`src/rtl/video_core_pattern_gen.sv`:
```
// Test-pattern pixel source: streams H_DISPLAY x V_DISPLAY pixels in raster order.
// Latency: first pixel valid one cycle after a load is allowed; one pixel/cycle sustained.
// Backpressure: src_* outputs are held stable while src_vld & ~src_rdy; no pixel dropped or repeated.
//
// Ports:
//   clk, rst       clock, synchronous active-high reset
//   enable         permits loading of new pixels into the output register
//   mode           pattern select (0 bars, 1 checker, 2 solid, 3 border), latched at frame start
//   solid_rgb      colour for mode 2, latched at frame start
//   src_vld/rdy    output valid/ready handshake
//   src_fc         pixel coordinates (x = column, y = row)
//   src_rgb        pixel colour, R in MSBs, then G, then B
//   src_sof        marks pixel (0,0)

typedef struct packed {
    logic [11:0] x;
    logic [11:0] y;
} vga_fc_t;

module video_core_pattern_gen #(
    parameter int RGB_SIZE  = 12,
    parameter int H_DISPLAY = 640,
    parameter int V_DISPLAY = 480,
    parameter int BORDER_W  = 1
) (
    input  logic                clk,
    input  logic                rst,
    input  logic                enable,
    input  logic [1:0]          mode,
    input  logic [RGB_SIZE-1:0] solid_rgb,
    output logic                src_vld,
    input  logic                src_rdy,
    output vga_fc_t             src_fc,
    output logic [RGB_SIZE-1:0] src_rgb,
    output logic                src_sof
);

    localparam int          C        = RGB_SIZE / 3;
    localparam logic [11:0] X_LAST   = 12'(H_DISPLAY - 1);
    localparam logic [11:0] Y_LAST   = 12'(V_DISPLAY - 1);
    localparam logic [11:0] BAR_LAST = 12'(H_DISPLAY / 8 - 1);
    localparam logic [11:0] BW       = 12'(BORDER_W);
    localparam logic [11:0] X_BR     = 12'(H_DISPLAY - BORDER_W);
    localparam logic [11:0] Y_BR     = 12'(V_DISPLAY - BORDER_W);

    // Position of the next pixel to be loaded into the output register.
    logic [11:0]         x;
    logic [11:0]         y;
    // Bar position tracked incrementally alongside x so no divider is needed.
    logic [11:0]         bar_px;
    logic [2:0]          bar_idx;
    logic [1:0]          mode_q;
    logic [RGB_SIZE-1:0] solid_q;

    logic                fire;
    logic                load;
    logic                first;
    logic                x_wrap;
    logic [1:0]          cur_mode;
    logic [RGB_SIZE-1:0] cur_solid;
    logic [2:0]          rgb_on;
    logic [RGB_SIZE-1:0] pix_rgb;

    assign fire   = src_vld & src_rdy;
    assign load   = enable & (~src_vld | fire);
    assign first  = (x == 12'd0) && (y == 12'd0);
    assign x_wrap = (x == X_LAST);

    // Pixel (0,0) already belongs to the new frame, so it uses the live
    // inputs that are being latched in the same cycle.
    assign cur_mode  = first ? mode      : mode_q;
    assign cur_solid = first ? solid_rgb : solid_q;

    always_comb begin
        rgb_on  = 3'b000;
        pix_rgb = '0;
        case (cur_mode)
            2'd0: begin
                // Bar order white..black is the binary count of the
                // inverted {G, R, B} enables.
                rgb_on = {~bar_idx[1], ~bar_idx[2], ~bar_idx[0]};
            end
            2'd1: begin
                rgb_on = {3{x[5] ^ y[5]}};
            end
            2'd3: begin
                rgb_on = {3{(x < BW) || (x >= X_BR) || (y < BW) || (y >= Y_BR)}};
            end
            default: begin
                rgb_on = 3'b000;
            end
        endcase
        if (cur_mode == 2'd2) begin
            pix_rgb = cur_solid;
        end else begin
            pix_rgb = {{C{rgb_on[2]}}, {C{rgb_on[1]}}, {C{rgb_on[0]}}};
        end
    end

    always_ff @(posedge clk) begin
        if (rst) begin
            src_vld <= 1'b0;
            src_sof <= 1'b0;
            src_fc  <= '0;
            src_rgb <= '0;
            x       <= '0;
            y       <= '0;
            bar_px  <= '0;
            bar_idx <= '0;
            mode_q  <= '0;
            solid_q <= '0;
        end else if (load) begin
            src_vld   <= 1'b1;
            src_fc.x  <= x;
            src_fc.y  <= y;
            src_rgb   <= pix_rgb;
            src_sof   <= first;
            if (first) begin
                mode_q  <= mode;
                solid_q <= solid_rgb;
            end
            if (x_wrap) begin
                x       <= '0;
                bar_px  <= '0;
                bar_idx <= '0;
                y       <= (y == Y_LAST) ? 12'd0 : y + 12'd1;
            end else begin
                x <= x + 12'd1;
                if (bar_px == BAR_LAST) begin
                    bar_px  <= '0;
                    bar_idx <= bar_idx + 3'd1;
                end else begin
                    bar_px <= bar_px + 12'd1;
                end
            end
        end else if (fire) begin
            src_vld <= 1'b0;
        end
    end

endmodule

```
`config.mk`:
```
export PLATFORM = sky130hd
export DESIGN_NAME = video_core_pattern_gen
export DESIGN_NICKNAME = d
export VERILOG_FILES = /design/src/rtl/video_core_pattern_gen.sv
export SDC_FILE = /design/constraint.sdc
export NUM_CORES = 1
export LEC_CHECK = 0
export BUFFER_PORTS_ARGS = -buffer_cell sky130_fd_sc_hd__buf_4
export CAP_MARGIN = 20
export CORE_UTILIZATION = 42
export CTS_CLUSTER_DIAMETER = 60
export DETAILED_ROUTE_END_ITERATION = 10
export GPL_ROUTABILITY_DRIVEN = 1
export SLEW_MARGIN = 0
export SYNTH_ARGS = -nofsm -noshare
export SYNTH_HDL_FRONTEND = slang
export SYNTH_SLANG_ARGS = --single-unit
```
`constraint.sdc`:
```
create_clock -name clk -period 3.8 [get_ports clk]
set_input_delay 0.76 -clock clk [delete_from_list [all_inputs] [get_ports clk]]
set_output_delay 0.76 -clock clk [all_outputs]
set_load 0.05 [all_outputs]
```
# == Word level (Yosys, flattened, before mapping) ==
# Cells that the tools add are included.
# totals
in_bits,18
reg_bits,91
# classes
n_lt_le_gt_ge,4
n_eq_ne,6
add_sub_neg,4
n_reduce_logical,11
mux,12
n_bitwise,8
# ops
op,n
two-way mux 12 bit,6
adder 12 x 1 -> 12 bit (second input constant),3
zero test 12 bit,2
less-than comparator 12 x 1 -> 1 bit (second input constant),2
equality test 12 x 10 -> 1 bit (second input constant),1
equality test 12 x 7 -> 1 bit (second input constant),1
equality test 12 x 9 -> 1 bit (second input constant),1
>= comparator 12 x 10 -> 1 bit (second input constant),1
>= comparator 12 x 9 -> 1 bit (second input constant),1
one-hot mux 3 bit (3 select lines),1
two-way mux 3 bit,2
equality test 2 bit (second input constant),2
inverter 1 bit,4
AND reduction 2 bit,2
nonzero test 2 bit,2
adder 3 x 1 -> 3 bit (second input constant),1
logical OR 1 bit,3
AND 1 bit,2
equality test 2 x 1 -> 1 bit (second input constant),1
zero test 2 bit,1
two-way mux 1 bit,2
two-way mux 2 bit,1
logical AND 1 bit,1
OR 1 bit,1
bitwise XOR 1 bit,1

# == Depth between registers and ports, before layout ==
# depth
depth_word,6
depth_mapped,11
mapped_depth_nobuf,8

# == Least setup slack after synthesis ==
# No wires, ideal clock.
# synth_path
path_kind,register to register
from,register y[0]
to,register mode_q[0]
setup_ns,0.128
path_stages_with_launch,10
synth_period_minus_slack_ns,2.298
path_slack_ns,1.502
arrival_ns,2.170
required_time_ns,3.672
path_buffers,1
cell_sequence,dfxtp_1 > inv_1 > ha_1 > or4b_1 > nor3_4 > nand2_1 > nor2_2 > buf_2 > mux2i_1 > nor2_1
# synth_between
elab_chain_cells,3
# synth_rtl
element,line,rtl
start: declaration,48,logic [11:0] y;
start signal: assignment,126,y <= (y == Y_LAST) ? 12'd0 : y + 12'd1;
zero test 12 bit,66,assign first = (x == 12'd0) && (y == 12'd0);
logical AND 1 bit,66,
two-way mux 2 bit,n/a,
end signal: assignment,119,mode_q <= mode;
end: declaration,52,logic [1:0] mode_q;
# Every way passes these cells.
# A chain may end at the register's enable or synchronous reset.

# == Worst setup path in the final report ==
# layout_path
from,register y[0]
to,register solid_q[8]
# layout_between
elab_chain_cells,3
# layout_rtl
element,line,rtl
zero test 12 bit,66,
logical AND 1 bit,66,
two-way mux 12 bit,n/a,
end signal: assignment,120,solid_q <= solid_rgb;
end: declaration,53,logic [RGB_SIZE-1:0] solid_q;
# Every way passes these cells.

==> summary.md <==
| Metric | Value |
|---|---|
| Status | finished clean |
| Worst min-delay path class | reg -> reg |
| Total GRT Usage | 19.52% |
| # nets final | roughly 560 |
| HP Start | src_fc[14]$_SDFFE_PP0P_ |
| Sw frac | a little over a quarter |
| Area Growth Syn to Fin | 17.40% |
| Sequential power share | around half |
| # DRC | 0 |
| Cell count after synthesis | about 500 |
| Peak supply drop | approximately 250 uV |
| I/O pins | 56 |
| Port buffer count | between 50 and 60 |
| GPL Wtd Cong | roughly 0.85 |
| Die X | between 100 and 150 um |
| Main synth FF type | dfxtp_1 |
| Critical Path AT | around 3.1 ns |
| Antenna viol nets, final | 0 |
| Sequential area share after synthesis | around 44% |
| Largest net degree at the start of global routing | 65 |
| Highest clock rate | roughly 350 MHz |
| Syn Nets | about 520 |
| Initial antenna violation count | 0 |
| MaxCap Viol Count | 0 |
| Hold Vio Cnt, Final | 0 |
| Synth Warn # | 0 |
| Commonest cells in the netlist | 91 x dfxtp_1, 79 x nand2_1, 49 x a21oi_1, 49 x nor2_1, 26 x clkbuf_1 |
| Post-CTS Setup Bufs | 0 |
| Most common cell in the synthesized netlist | dfxtp_1 |
| DP HPWL | approximately 6.3 mm |
| WHS Endpoint | src_fc[14]$_SDFFE_PP0P_ |
| Kind of critical path | reg -> reg |
| Initial DRC Count | ~140 |
| Core Area | just over 9000 um^2 |
| Total grt overflow | 0 |
| Post-synth EDFFs | 0 |
| CTS Root Cell | clkbuf_8 |
| First-pass GRT wire length | about 16 mm |
| Die Span Y | about 100 um |
| Logic pwr share | between 10% and 20% |
| Sink Count | between 90 and 100 |
| Cts hold-fix bufs | 0 |
| Finished Layout Cells | 672 |
| Unique masters post-synth | 48 |
| Top post-synthesis cells by area | dfxtp_1 44%, nand2_1 7.2%, a21oi_1 6.0%, nor2_1 4.5%, xor2_1 3.6% |
| Dpl cells | between 600 and 700 |
| Worst Clk Skew | around 0.015 ns |
| Clock transition at path regs | 0.09 ns |
| CTS tree | done |
| Aggregate negative setup slack | 0 ns |
| Final-report max-slew violation count | 0 |
| R2R cell count | 9 |
| Critical-path cell list | inv_1 > ha_1 > or4b_1 > nor3_4 > nand2_1 > buf_4 > nor2_2 > mux2i_1 > nor2_1 |
| Cell-internal power | between 1 and 1.5 mW |
| Startpoint types | flop |
| Num CTS Buffers | 9 |
| H-tree levels | 3 |
| Synth area leader | dfxtp_1 |
| Vias per std cell | about 5.3 |
| Final Cell Area | 4811 um^2 |
| Power share of the clock group | 37.0% |
| Die area | between 10000 and 15000 um^2 |
| CP max FO | 32 |
| Standard-cell rows | 35 |
| Async set or reset register ratio after synthesis | 0% |
| Starting Density | between 40% and 50% |
| Worst stage delay on the critical path | between 0.6 and 0.7 ns |
| Final period utilization | 75.87% |
| Reg2Reg Launch Point | y[0]$_SDFFE_PP0P_ |
| Register bit total from synthesis | between 90 and 100 |
| Leak | ~1.8 nW |
| Total Wirelength | a little over 9 mm |
| Sw power | around 0.54 mW |
| DR pass1 iterations | 4 |
| Worst path slowest cell | nor2_2 |
| Clock Latency Late Sink | approximately 0.36 ns |
| Top-area cell type share of the netlist area | between 40 and 50% |
| Drt wl/cell | 13.72 um |
| Pwr/cell area | about 410 nW/um^2 |
| Mapped Avg Cell Area | about 8 um^2 |
| Crit Reg-Reg Endpoint | solid_q[8]$_SDFFE_PP0P_ |
| Hold depth | 2 |
| Final setup violation count | 0 |
| Worst slew pin tran | a little under 0.8 ns |
| Slew headroom | 48.09% |
| Area post-placement | ~4600 um^2 |
| Fin crit period | around 2.9 ns |
| Vias in the first global route | approximately 3400 |
| Ant. Diodes | 0 |
| Flop2flop setup slack | between 0.9 and 1 ns |
| Synthesized cell area | between 4000 and 5000 um^2 |
| Routed vias | about 3600 |
| Clock buffer depth | 2 |
| Post-cts resize count | 0 |
| CP endpoint kind | flop |
| Worst EP required | roughly 4 ns |
| RSZ-0062 raised after global routing | false |
| Layout cell share with drive strength beyond 1 | ~16% |
-- cells by family (layout without fill, tap and decap cells) --
group | Yosys count | after routing | share of synthesized area [%]
buffers and inverters | 43 | 87 | 4.275
DFF | 91 | 91 | 44.46
AOI/OAI and AO/OA | 90 | 90 | 12.76
muxes | 7 | 7 | 1.710
xor gates and xnor gates | 27 | 27 | 5.771
and+or+nand+nor | 235 | 235 | 29.19
adders and majority gates | 6 | 6 | 1.832
-- through the flow --
step	utilization, %	setup WS [ns]	hold WS [ns]	power (mW)
2_1_floorplan	-	1.502	0.4480	1.194
3_3_place_gp	49.19	1.025	0.4461	1.265
4_1_cts	51.58	0.9252	0.4635	1.990
6_report	51.58	0.9168	0.4576	1.975
3_5_place_dp	49.19	0.9714	0.4506	1.268
5_1_grt	51.58	0.7256	0.4871	2.059
-- placed cells by master, fill, tap and decap left out, drive strengths merged, types with 3 or more instances in the layout --
cell / n
nand4: 12
dfxtp: 91
inv: 13
clkbuf: 9
nor4b: 5
nor4: 12
o21ai: 18
nor2: 50
nand3: 15
nand2: 79
or3: 12
nor3: 14
o211ai: 3
nand3b: 14
o31ai: 9
mux2i: 7
xor2: 17
and3: 5
and4: 3
buf: 60
nand2b: 5
a21oi: 51
xnor2: 10
ha: 6
-- worst max path at each step --
stage                 startpoint                 endpoint  slack, ns  cells after the start
2_1_floorplan  y[0]$_SDFFE_PP0P_   mode_q[0]$_SDFFE_PP0P_       1.50                      9
3_3_place_gp   y[0]$_SDFFE_PP0P_   mode_q[0]$_SDFFE_PP0P_       1.02                      9
3_5_place_dp   y[0]$_SDFFE_PP0P_  solid_q[9]$_SDFFE_PP0P_       0.97                      9
4_1_cts        y[0]$_SDFFE_PP0P_  solid_q[8]$_SDFFE_PP0P_       0.93                      9
5_1_grt        y[0]$_SDFFE_PP0P_   mode_q[0]$_SDFFE_PP0P_       0.73                      9
6_report       y[0]$_SDFFE_PP0P_  solid_q[8]$_SDFFE_PP0P_       0.92                      9
-- flip-flops by register name (all words and copies together), names as in the netlist --
name and cells:
src_fc 24, bar_px 12, solid_q 12, src_rgb 12, x 12, y 12, bar_idx 3, mode_q 2
src_sof 1, src_vld 1
-- power groups by stage --
| stage | Combinational [mW] | Sequential, mW | Clock, mW |
|---|---|---|---|
| 5_1_grt | 0.265 | 1.01 | 0.787 |
| 2_1_floorplan | 0.120 | 1.07 | 0 |
| 3_3_place_gp | 0.241 | 1.02 | 0 |
| 4_1_cts | 0.244 | 1.00 | 0.743 |
| 6_report | 0.242 | 1.00 | 0.730 |
| 3_5_place_dp | 0.244 | 1.02 | 0 |
-- layout make-up --
type / count / area (um^2)
Clock inverter: 7 / 98.84
Inverter: 11 / 41.29
Fill cell: 922 / 4517
Multi-Input combinational cell: 365 / 2101
Sequential cell: 91 / 1822
Timing Repair Buffer: 60 / 462.9
Tap cell: 129 / 161.4
Clock buffer: 9 / 123.9
-- critical path: cells and delay by family (launching register included) --
| family | cells | cell delay, ns |
|---|---|---|
| buffers and inverters | 2 | 0.32 |
| adders and majority gates | 1 | 0.15 |
| and+or+nand+nor | 5 | 1.62 |
| muxes | 1 | 0.26 |
| DFF | 1 | 0.38 |
-- metal layers --
metal / up-vias / share of wire, % / GRT usage (%)
li1: 1813 / - / -
met1: 1688 / 50 / 26.63
met2: 58 / 45 / 31.72
met3: 8 / 3.5 / 3.121
met4: 0 / 1.0 / 6.020
met5: - / 0 / 0
Note: power is estimated with default switching activity, not from simulation.
